File: src/rtl/shift_piso_arbiter_if.sv
// Request-side and serial-side signal bundle for the shared PISO shifter.
// The slave modport is the arbiter's view; master is the producer/link side.
interface shift_piso_arbiter_if #(
   parameter int NUM_REQ = 4,
   parameter int DATA_W  = 4
);
   localparam int OWN_W = $clog2(NUM_REQ);

   logic [NUM_REQ-1:0]        req_vld;
   logic [NUM_REQ*DATA_W-1:0] req_data;
   logic [NUM_REQ-1:0]        req_ack;
   logic                      ser_ready;
   logic                      ser_vld;
   logic                      ser_dout;
   logic                      ser_first;
   logic                      ser_last;
   logic [OWN_W-1:0]          ser_owner;

   modport slave (
      input  req_vld,
      input  req_data,
      input  ser_ready,
      output req_ack,
      output ser_vld,
      output ser_dout,
      output ser_first,
      output ser_last,
      output ser_owner
   );

   modport master (
      output req_vld,
      output req_data,
      output ser_ready,
      input  req_ack,
      input  ser_vld,
      input  ser_dout,
      input  ser_first,
      input  ser_last,
      input  ser_owner
   );
endinterface

File: src/rtl/shift_piso_arbiter.sv
// Round-robin arbiter feeding one shared parallel-in/serial-out shifter.
// Words are serialised MSB first, followed by GAP_CYC idle cycles per frame.
module shift_piso_arbiter #(
   parameter int NUM_REQ = 4,
   parameter int DATA_W  = 4,
   parameter int GAP_CYC = 1
) (
   input  logic                 shift_reg_clk,
   input  logic                 shift_reg_rst,
   shift_piso_arbiter_if.slave  bus,
   output logic                 busy
);
   localparam int OWN_W = $clog2(NUM_REQ);
   localparam int BIT_W = $clog2(DATA_W);
   localparam int GAP_W = (GAP_CYC > 0) ? $clog2(GAP_CYC + 1) : 1;
   localparam logic [BIT_W-1:0] BIT_TOP = BIT_W'(DATA_W - 1);
   localparam logic [GAP_W-1:0] GAP_TOP = GAP_W'((GAP_CYC > 0) ? GAP_CYC - 1 : 0);
   localparam logic [OWN_W-1:0] OWN_TOP = OWN_W'(NUM_REQ - 1);

   typedef enum logic [1:0] {
      ST_IDLE  = 2'd0,
      ST_SHIFT = 2'd1,
      ST_GAP   = 2'd2
   } state_t;

   state_t            r_state;
   logic [DATA_W-1:0] r_sreg;
   logic [BIT_W-1:0]  r_bit_cnt;
   logic [GAP_W-1:0]  r_gap_cnt;
   logic [OWN_W-1:0]  r_ptr;
   logic [OWN_W-1:0]  r_owner;

   state_t            w_state_next;
   logic [DATA_W-1:0] w_sreg_next;
   logic [BIT_W-1:0]  w_bit_cnt_next;
   logic [GAP_W-1:0]  w_gap_cnt_next;
   logic [OWN_W-1:0]  w_ptr_next;
   logic [OWN_W-1:0]  w_owner_next;

   logic [DATA_W-1:0] w_word [NUM_REQ];
   logic              w_gnt_found;
   logic [OWN_W-1:0]  w_gnt_idx;
   logic [NUM_REQ-1:0] w_ack;

   genvar gi;
   generate
      for (gi = 0; gi < NUM_REQ; gi++) begin : g_unpack
         assign w_word[gi] = bus.req_data[gi*DATA_W +: DATA_W];
      end
   endgenerate

   // Search starts at the round-robin pointer and wraps; first valid wins.
   always_comb begin
      int               idx;
      logic [OWN_W-1:0] cand;
      w_gnt_found = 1'b0;
      w_gnt_idx   = '0;
      idx         = 0;
      cand        = '0;
      for (int k = 0; k < NUM_REQ; k++) begin
         idx = int'(r_ptr) + k;
         if (idx >= NUM_REQ) begin
            idx = idx - NUM_REQ;
         end
         cand = OWN_W'(idx);
         if (!w_gnt_found && bus.req_vld[cand]) begin
            w_gnt_found = 1'b1;
            w_gnt_idx   = cand;
         end
      end
   end

   always_comb begin
      w_ack = '0;
      if (r_state == ST_IDLE && w_gnt_found) begin
         w_ack[w_gnt_idx] = 1'b1;
      end
   end

   always_comb begin
      w_state_next   = r_state;
      w_sreg_next    = r_sreg;
      w_bit_cnt_next = r_bit_cnt;
      w_gap_cnt_next = r_gap_cnt;
      w_ptr_next     = r_ptr;
      w_owner_next   = r_owner;
      case (r_state)
         ST_IDLE: begin
            if (w_gnt_found) begin
               w_sreg_next    = w_word[w_gnt_idx];
               w_owner_next   = w_gnt_idx;
               w_ptr_next     = (w_gnt_idx == OWN_TOP) ? '0 : w_gnt_idx + 1'b1;
               w_bit_cnt_next = BIT_TOP;
               w_state_next   = ST_SHIFT;
            end
         end
         ST_SHIFT: begin
            // A deasserted ser_ready freezes the frame in place for any length.
            if (bus.ser_ready) begin
               w_sreg_next = {r_sreg[DATA_W-2:0], 1'b0};
               if (r_bit_cnt == '0) begin
                  if (GAP_CYC > 0) begin
                     w_state_next   = ST_GAP;
                     w_gap_cnt_next = GAP_TOP;
                  end else begin
                     w_state_next = ST_IDLE;
                  end
               end else begin
                  w_bit_cnt_next = r_bit_cnt - 1'b1;
               end
            end
         end
         ST_GAP: begin
            if (r_gap_cnt == '0) begin
               w_state_next = ST_IDLE;
            end else begin
               w_gap_cnt_next = r_gap_cnt - 1'b1;
            end
         end
         default: begin
            w_state_next = ST_IDLE;
         end
      endcase
   end

   always_ff @(posedge shift_reg_clk) begin
      if (shift_reg_rst) begin
         r_state   <= ST_IDLE;
         r_sreg    <= '0;
         r_bit_cnt <= '0;
         r_gap_cnt <= '0;
         r_ptr     <= '0;
         r_owner   <= '0;
      end else begin
         r_state   <= w_state_next;
         r_sreg    <= w_sreg_next;
         r_bit_cnt <= w_bit_cnt_next;
         r_gap_cnt <= w_gap_cnt_next;
         r_ptr     <= w_ptr_next;
         r_owner   <= w_owner_next;
      end
   end

   assign bus.req_ack   = w_ack;
   assign bus.ser_vld   = (r_state == ST_SHIFT);
   assign bus.ser_dout  = (r_state == ST_SHIFT) & r_sreg[DATA_W-1];
   assign bus.ser_first = (r_state == ST_SHIFT) & (r_bit_cnt == BIT_TOP);
   assign bus.ser_last  = (r_state == ST_SHIFT) & (r_bit_cnt == '0);
   assign bus.ser_owner = r_owner;
   assign busy          = (r_state != ST_IDLE);
endmodule

File: src/flat_wrapper.sv
// flat-port wrapper written by rule: the top's interface ports become plain ports
module shift_piso_arbiter_flat 
#(
   parameter int NUM_REQ = 4,
   parameter int DATA_W  = 4,
   parameter int GAP_CYC = 1
)
  (shift_reg_clk, shift_reg_rst, busy, bus_req_vld, bus_req_data, bus_ser_ready, bus_req_ack, bus_ser_vld, bus_ser_dout, bus_ser_first, bus_ser_last, bus_ser_owner);
  shift_piso_arbiter_if #(.NUM_REQ(NUM_REQ), .DATA_W(DATA_W)) bus_i ();
  input  logic shift_reg_clk;
  input  logic shift_reg_rst;
  output logic busy;
  input wire logic [$bits(bus_i.req_vld)-1:0] bus_req_vld;
  input wire logic [$bits(bus_i.req_data)-1:0] bus_req_data;
  input wire logic [$bits(bus_i.ser_ready)-1:0] bus_ser_ready;
  output wire logic [$bits(bus_i.req_ack)-1:0] bus_req_ack;
  output wire logic [$bits(bus_i.ser_vld)-1:0] bus_ser_vld;
  output wire logic [$bits(bus_i.ser_dout)-1:0] bus_ser_dout;
  output wire logic [$bits(bus_i.ser_first)-1:0] bus_ser_first;
  output wire logic [$bits(bus_i.ser_last)-1:0] bus_ser_last;
  output wire logic [$bits(bus_i.ser_owner)-1:0] bus_ser_owner;
  assign bus_i.req_vld = bus_req_vld;
  assign bus_i.req_data = bus_req_data;
  assign bus_i.ser_ready = bus_ser_ready;
  assign bus_req_ack = bus_i.req_ack;
  assign bus_ser_vld = bus_i.ser_vld;
  assign bus_ser_dout = bus_i.ser_dout;
  assign bus_ser_first = bus_i.ser_first;
  assign bus_ser_last = bus_i.ser_last;
  assign bus_ser_owner = bus_i.ser_owner;
  shift_piso_arbiter #(.NUM_REQ(NUM_REQ), .DATA_W(DATA_W), .GAP_CYC(GAP_CYC)) u_core (.shift_reg_clk(shift_reg_clk), .shift_reg_rst(shift_reg_rst), .bus(bus_i), .busy(busy));
endmodule
File: config.mk
export PLATFORM = sky130hd
export DESIGN_NAME = shift_piso_arbiter_flat
export DESIGN_NICKNAME = d
export VERILOG_FILES = /design/src/rtl/shift_piso_arbiter_if.sv /design/src/rtl/shift_piso_arbiter.sv /design/src/flat_wrapper.sv
export SDC_FILE = /design/constraint.sdc
export NUM_CORES = 1
export LEC_CHECK = 0
export ABC_AREA = 1
export ABC_CLOCK_PERIOD_IN_PS = 2290
export CORE_ASPECT_RATIO = 1.75
export CORE_MARGIN = 3
export CORE_UTILIZATION = 35
export DETAILED_ROUTE_END_ITERATION = 10
export PLACE_DENSITY = 0.74
export SETUP_SLACK_MARGIN = 0.1
export SYNTH_ARGS = -nofsm -noshare
export SYNTH_HDL_FRONTEND = slang
export SYNTH_SLANG_ARGS = --single-unit
File: constraint.sdc
create_clock -name shift_reg_clk -period 2.29 [get_ports shift_reg_clk]
set_input_delay 0.458 -clock shift_reg_clk [delete_from_list [all_inputs] [get_ports shift_reg_clk]]
set_output_delay 0.458 -clock shift_reg_clk [all_outputs]
set_load 0.005 [all_outputs]
* Yosys cells after proc, flatten, opt, wreduce, memory -nomap -nowiden *
Cells that the tools add are included.
W data, S select, Z words.

word-level totals
  input port bits = 23
  logic and storage cells = 101
  output and inout port bits = 11
  bits in registers = 13

cells by class
  bitwise operators = 4
  order comparisons = 11
  eq/ne operators = 9
  add/subtract/negate cells = 10
  reductions and logical operators = 18
  mux-type cells = 43

operators with widths
  kind                   count
  $mux W2                16
  $mux W4                5
  $lt A2 B3 Y1 const B   5
  $ge A3 B3 Y1 const B   4
  $mux W1                12
  $sub A2 B1 Y2 const B  5
  $bmux W1 S2            4
  $bmux W4 S2            1
  $pmux W4 S2            1
  $reduce_and A4 Y1      2
  $add A2 B2 Y3 const B  2
  $eq A2 B2 Y1 const B   3
  $ne A2 B2 Y1 const B   3
  $pmux W2 S3            1
  $reduce_and A3 Y1      2
  $reduce_bool A2 Y1     3
  $logic_and A1 B1 Y1    5
  $logic_not A2 Y1       2
  $ne A2 B1 Y1 const B   2
  $pmux W2 S2            1
  $add A2 B1 Y3 const B  1
  $and A1 B1 Y1          3
  $ge A2 B3 Y1 const B   1
  $logic_not A1 Y1       3
  other kinds (8)        8

* Logic depth before layout (Yosys ltp) *
  depth after elaboration = 20
  gate-level depth with buffers = 16
  mapped depth without buffers = 16

* Worst setup path after synthesis *
OpenSTA, ideal clock, no wires.

  kind = input to output
  start point = input port bus_req_vld[3]
  end point = output port bus_req_ack[2]
  arrival = 1.496 ns
  path slack = 0.336 ns
  cell stages on the path = 12
  path through = inv_1 nand2_2 nand3_2 nand2_2 nor2_8 nand3_1 nand3_1 nand2_2 inv_2 ha_1 inv_1 nor2_1

on the way
  longest elaborated chain between the ends = 17
  elaborated cells between the ends (all ways) = 29
  those cells by class = order compare: 2; mux: 19; reduce/logical: 8

RTL lines
  item                                                                       line                      RTL
  from (decl)                                                                flat_wrapper.sv:13        input wire logic [$bits(bus_i.req_vld)-1:0] bus_req_vld;
  $bmux W1 S2                                                                shift_piso_arbiter.sv:66  if (!w_gnt_found && bus.req_vld[cand]) begin
  $mux W1 (implied by the code)                                              shift_piso_arbiter.sv:66
  $mux W1                                                                    shift_piso_arbiter.sv:66
  $logic_not A1 Y1                                                           shift_piso_arbiter.sv:66
  $logic_and A1 B1 Y1                                                        shift_piso_arbiter.sv:66
  $mux W1                                                                    shift_piso_arbiter.sv:66
  $logic_not A1 Y1                                                           shift_piso_arbiter.sv:66
  $logic_and A1 B1 Y1                                                        shift_piso_arbiter.sv:66
  (+2 left out)                                                              --
  $logic_and A1 B1 Y1                                                        shift_piso_arbiter.sv:66
  $mux W2 *                                                                  shift_piso_arbiter.sv:66
  named net u_core.w_gnt_idx[1]                                              shift_piso_arbiter.sv:42  logic [OWN_W-1:0] w_gnt_idx;
  $lt A2 B3 Y1 (implied by the code) / $ge A2 B1 Y1 (equally long branches)  shift_piso_arbiter.sv:76  w_ack[w_gnt_idx] = 1'b1;
  $logic_and A1 B1 Y1 (implied by the code)                                  shift_piso_arbiter.sv:76
  $mux W1 (implied by the code)                                              shift_piso_arbiter.sv:76
  $demux W1 S2 *                                                             --
  $mux W4 *                                                                  shift_piso_arbiter.sv:75  if (r_state == ST_IDLE && w_gnt_found) begin
  to (decl)                                                                  flat_wrapper.sv:16        output wire logic [$bits(bus_i.req_ack)-1:0] bus_req_ack;

Mark *: on every way through the listed nets, which the timed path passes. The rest lies on a longest branch. The select of a mux whose other input is x is not followed.

* Worst setup path after layout *
  start point = register u_core.r_ptr[0]
  end point = output port bus_req_ack[3]

on the way
  longest elaborated chain between the ends = 19
  elaborated cells between the ends (all ways) = 44
  those cells by class = add/sub: 7; order compare: 6; mux: 23; reduce/logical: 8

RTL lines
  item                                                                       line                       RTL
  from (decl)                                                                shift_piso_arbiter.sv:30   logic [OWN_W-1:0] r_ptr;
  from (signal assigned)                                                     shift_piso_arbiter.sv:139  r_ptr <= w_ptr_next;
  branches (longest 13 deep; another with $add A2 B1 Y3)                     --
  $mux W2 *                                                                  shift_piso_arbiter.sv:66
  named net u_core.w_gnt_idx[1]                                              shift_piso_arbiter.sv:42
  $lt A2 B3 Y1 (implied by the code) / $ge A2 B1 Y1 (equally long branches)  shift_piso_arbiter.sv:76
  $logic_and A1 B1 Y1 (implied by the code)                                  shift_piso_arbiter.sv:76
  $mux W1 (implied by the code)                                              shift_piso_arbiter.sv:76
  $demux W1 S2 *                                                             --
  $mux W4 *                                                                  shift_piso_arbiter.sv:75

Mark *: on every way through the listed nets, which the timed path passes. The select of a mux whose other input is x is not followed.

==> results.rst <==
.. list-table::
   :header-rows: 1

   * - Metric
     - Value
   * - Static leakage
     - about 0.97 nW
   * - Worst path arrival time
     - around 1900 ps
   * - Register cell area after layout
     - approximately 250 um2
   * - Netlist area before placement
     - approximately 1100 um2
   * - Final setup skew
     - 1.61 ps
   * - Max-capacitance violation count
     - 0
   * - Ys Warns
     - 0
   * - DR WL/cell
     - 12.5 um
   * - Area occupied by multi-input gates
     - 911 um2
   * - Violations in the final reports
     - setup timing
   * - Die height
     - ~80 um
   * - Via count of the first global-routing pass
     - 1303
   * - Seq/Total Area, Yosys
     - 22.3%
   * - Number of standard-cell rows in the floorplan
     - 26
   * - Dominant cell type by area after synthesis
     - sky130_fd_sc_hd__dfxtp_1
   * - Number of antenna violations at the first check in global routing
     - 0
   * - Outcome
     - finished with violations
   * - HPWL reported at the end of detailed placement
     - 2330 um
   * - Core Region
     - about 3000 um2
   * - Total routed wirelength
     - approximately 3400 um
   * - Maximum number of pins on one net before global-route repair
     - 10
   * - Period utilisation layout
     - 102%
   * - Upper clock frequency limit
     - between 400 and 500 MHz
   * - Max clock buf depth
     - 2
   * - Classification of the worst-slack hold path
     - reg2reg
   * - Worst ir drop on vdd
     - about 0.00086 V
   * - Number of design-rule violations left by the first detailed-router iteration
     - 21
   * - Num CTS Buffers
     - 3
   * - Startpoint class of the critical path
     - flop
   * - Critical Path End Type
     - primary output
   * - # setup viols final
     - 3
   * - First-pass GRT wire length
     - between 5000 and 6000 um
   * - Insertion delay of the later-clocked pin in the worst-skew pair
     - between 200 and 250 ps
   * - Count of pins on the block boundary
     - 34
   * - Classification of the worst setup path
     - reg2out
   * - TritonCTS clock tree
     - built
   * - Post-layout min period
     - 2330 ps
   * - Non-filler cells, final
     - between 200 and 300
   * - DR vias/cell
     - 5.04
   * - Horizontal die dimension
     - approximately 48 um
   * - RePlAce Congestion
     - between 0.8 and 0.9
   * - Number of distinct standard cells referenced by the synthesized netlist
     - 22
   * - Cell Chain, Critical Path
     - buf_6 > nand2_4 > nand2_4 > nand2_4 > nand2_4 > nor2_8 > nand4_1 > nand2_4 > inv_4 > ha_4 > inv_2 > nor2_1 > buf_2
   * - Ratio of total power to cell area
     - around 1800 nW/um2
   * - Max_slew headroom
     - approximately four fifths
   * - Proportion of layout cells with a drive suffix above 1
     - approximately 43%
   * - Number of synthesized flops with an enable pin
     - 0
   * - Flip-flop cell with the highest count after synthesis
     - sky130_fd_sc_hd__dfxtp_1
   * - Average cell area after synthesis
     - 6.27 um2
   * - Buffer cell driving the clock tree root
     - sky130_fd_sc_hd__clkbuf_8
   * - Total inserted antenna cells
     - 0
   * - Max-slew violations
     - 0
   * - Number of flip-flops and latches in the synthesized netlist
     - 12
   * - Floorplan die area
     - around 3800 um2
   * - Initial core utilization
     - roughly 37%
   * - Global-route total usage across every layer
     - ~18%
   * - Number of filler cells placed in the layout
     - between 200 and 300
   * - Count of vias placed by the detailed router
     - 1350
   * - Synthesized netlist net count
     - about 200
   * - Layout Area Growth over Synthesis
     - 79.8%
   * - Min setup slack post-route
     - -41.3 ps
   * - Peak per-stage delay on the critical path
     - ~360 ps
   * - Pin slew with the least headroom to its limit
     - roughly 280 ps
   * - Level count of the clock H-tree
     - 1
   * - Yosys top cell area share
     - between 20% and 30%
   * - Number of remaining DRC errors
     - 0
   * - Cell with the largest stage delay on the worst path
     - sky130_fd_sc_hd__dfxtp_4
   * - Number of buffers inserted by port buffering
     - 33
   * - Share of synthesized flip-flops with an asynchronous set or reset
     - 0%
   * - Data required time of the critical path
     - roughly 1800 ps
   * - DRT Pass-1 Iters
     - 3
   * - Global route total overflow
     - 0
   * - Setup slack after placement
     - -668 ps
   * - Unrepaired setup endpoints after global routing
     - true
   * - Placed cells
     - 249
   * - Worst Path Max Fanout
     - 5
   * - Most common cell in the netlist
     - sky130_fd_sc_hd__nand2_1
   * - Clock transition at the registers of the reported paths
     - approximately 50 ps
   * - Top cells by area, synth
     - sky130_fd_sc_hd__dfxtp_1, sky130_fd_sc_hd__nand2_1, sky130_fd_sc_hd__inv_1, sky130_fd_sc_hd__ha_1, sky130_fd_sc_hd__nand3_1
   * - Count of endpoints failing hold in the final timing report
     - 0
   * - Number of nets in the final layout
     - between 200 and 300
   * - DRT antenna net count
     - 0
   * - Sink Count
     - 12
   * - Number of cells produced by synthesis
     - around 170
   * - Most instantiated cells after synthesis
     - sky130_fd_sc_hd__nand2_1, sky130_fd_sc_hd__inv_1, sky130_fd_sc_hd__nand3_1, sky130_fd_sc_hd__nor2_1, sky130_fd_sc_hd__dfxtp_1
   * - CP dominant cell by count
     - sky130_fd_sc_hd__nand2_4
## per-stage QoR
| stage | total power, mW | hold slack (ps) | setup TNS (ps) | utilization (%) | cell area, um2 |
|---|---|---|---|---|---|
| global placement | 2.38 | 485 | -2950 | 53.3 | 1560 |
| detailed placement | 2.39 | 497 | -3290 | 53.3 | 1560 |
| CTS | 3.17 | 508 | -38.6 | 62.9 | 1840 |
| floorplan | 1.58 | 453 | 0 | - | 1080 |
| finish | 3.47 | 501 | -94.9 | 66.2 | 1940 |
| global route | 3.77 | 522 | -565 | 66.2 | 1940 |
## cells by family (layout without fill, tap and decap cells)
family / Yosys count / count (layout) / synth area share, %
compound gates: 22 / 22 / 11.1
fa+ha+maj: 6 / 6 / 6.96
buf+inv: 31 / 99 / 12.2
flops: 12 / 12 / 22.3
simple gates: 101 / 101 / 47.4
## worst paths after layout
path | from | to | slack [ps] | cells after the start
worst max-delay path | u_core.r_ptr[0] | bus_req_ack[3] | -40 | 13
worst min register to register | u_core.bus.ser_owner[0] | u_core.bus.ser_owner[0] | 500 | 1
worst max register to register | u_core.r_ptr[0] | u_core.r_sreg[0] | 250 | 17
worst min-delay path | u_core.bus.ser_owner[0] | u_core.bus.ser_owner[0] | 500 | 1
## registers in the layout, indices dropped and copies added, names as in the netlist
register	count
u_core.r_sreg	4
u_core.r_state	2
u_core.bus.ser_owner	2
u_core.r_bit_cnt	2
u_core.r_ptr	2
## critical path, delay by kind of cell, from the launching register on
family                     cells  cell delay, ps
adders and majority gates      1             150
buffers and inverters          4             360
and+or+nand+nor                8             760
DFF                            1             360
## layout by cell type (no fill, tap or decap), types with 4 or more instances in the layout
| master | count |
|---|---|
| sky130_fd_sc_hd__nand4_1 | 7 |
| sky130_fd_sc_hd__nand2_4 | 14 |
| sky130_fd_sc_hd__ha_4 | 4 |
| sky130_fd_sc_hd__nand2_1 | 32 |
| sky130_fd_sc_hd__dfxtp_1 | 10 |
| sky130_fd_sc_hd__nand3_2 | 4 |
| sky130_fd_sc_hd__nand3_1 | 10 |
| sky130_fd_sc_hd__clkbuf_8 | 4 |
| sky130_fd_sc_hd__nor2_1 | 13 |
| sky130_fd_sc_hd__inv_2 | 11 |
| sky130_fd_sc_hd__nand3_4 | 5 |
| sky130_fd_sc_hd__nand2_2 | 14 |
| sky130_fd_sc_hd__a21oi_1 | 9 |
| sky130_fd_sc_hd__buf_2 | 4 |
| sky130_fd_sc_hd__o21ai_0 | 6 |
| sky130_fd_sc_hd__inv_1 | 13 |
| sky130_fd_sc_hd__clkdlybuf4s50_1 | 25 |
| sky130_fd_sc_hd__buf_4 | 31 |
## layer usage
layer  track usage [%]  share of wire (%)  vias up
li1                  -                  -      694
met1              19.0                 37      622
met2              33.4                 58       24
met3              2.26                2.9       10
met4              9.16                2.5        0
met5                 0                  0        -
## what timing repair did
action / 4_1_cts / 5_1_grt
setup buffers: 11 / 4
resized for setup: 76 / 23
pin swaps: 24 / 17
hold buffers: 0 / 0
endpoints found under the setup margin: 4 / 4
## cell type report
| type | count | share of cell area [%] |
|---|---|---|
| well taps | 28 | 1.81 |
| inverters | 28 | 6.19 |
| repair buffers | 67 | 29.4 |
| clock buffers | 4 | 2.84 |
| flip-flops and latches | 12 | 12.8 |
| multi-input cells | 129 | 47.0 |
## power by group
group | switching, mW | internal (mW) | leakage (nW)
Sequential | 0.0718 | 0.303 | 0.101
Clock | 0.0788 | 0.152 | 0.0288
Combinational | 1.49 | 1.37 | 0.840
(Power assumes the default switching activity.)
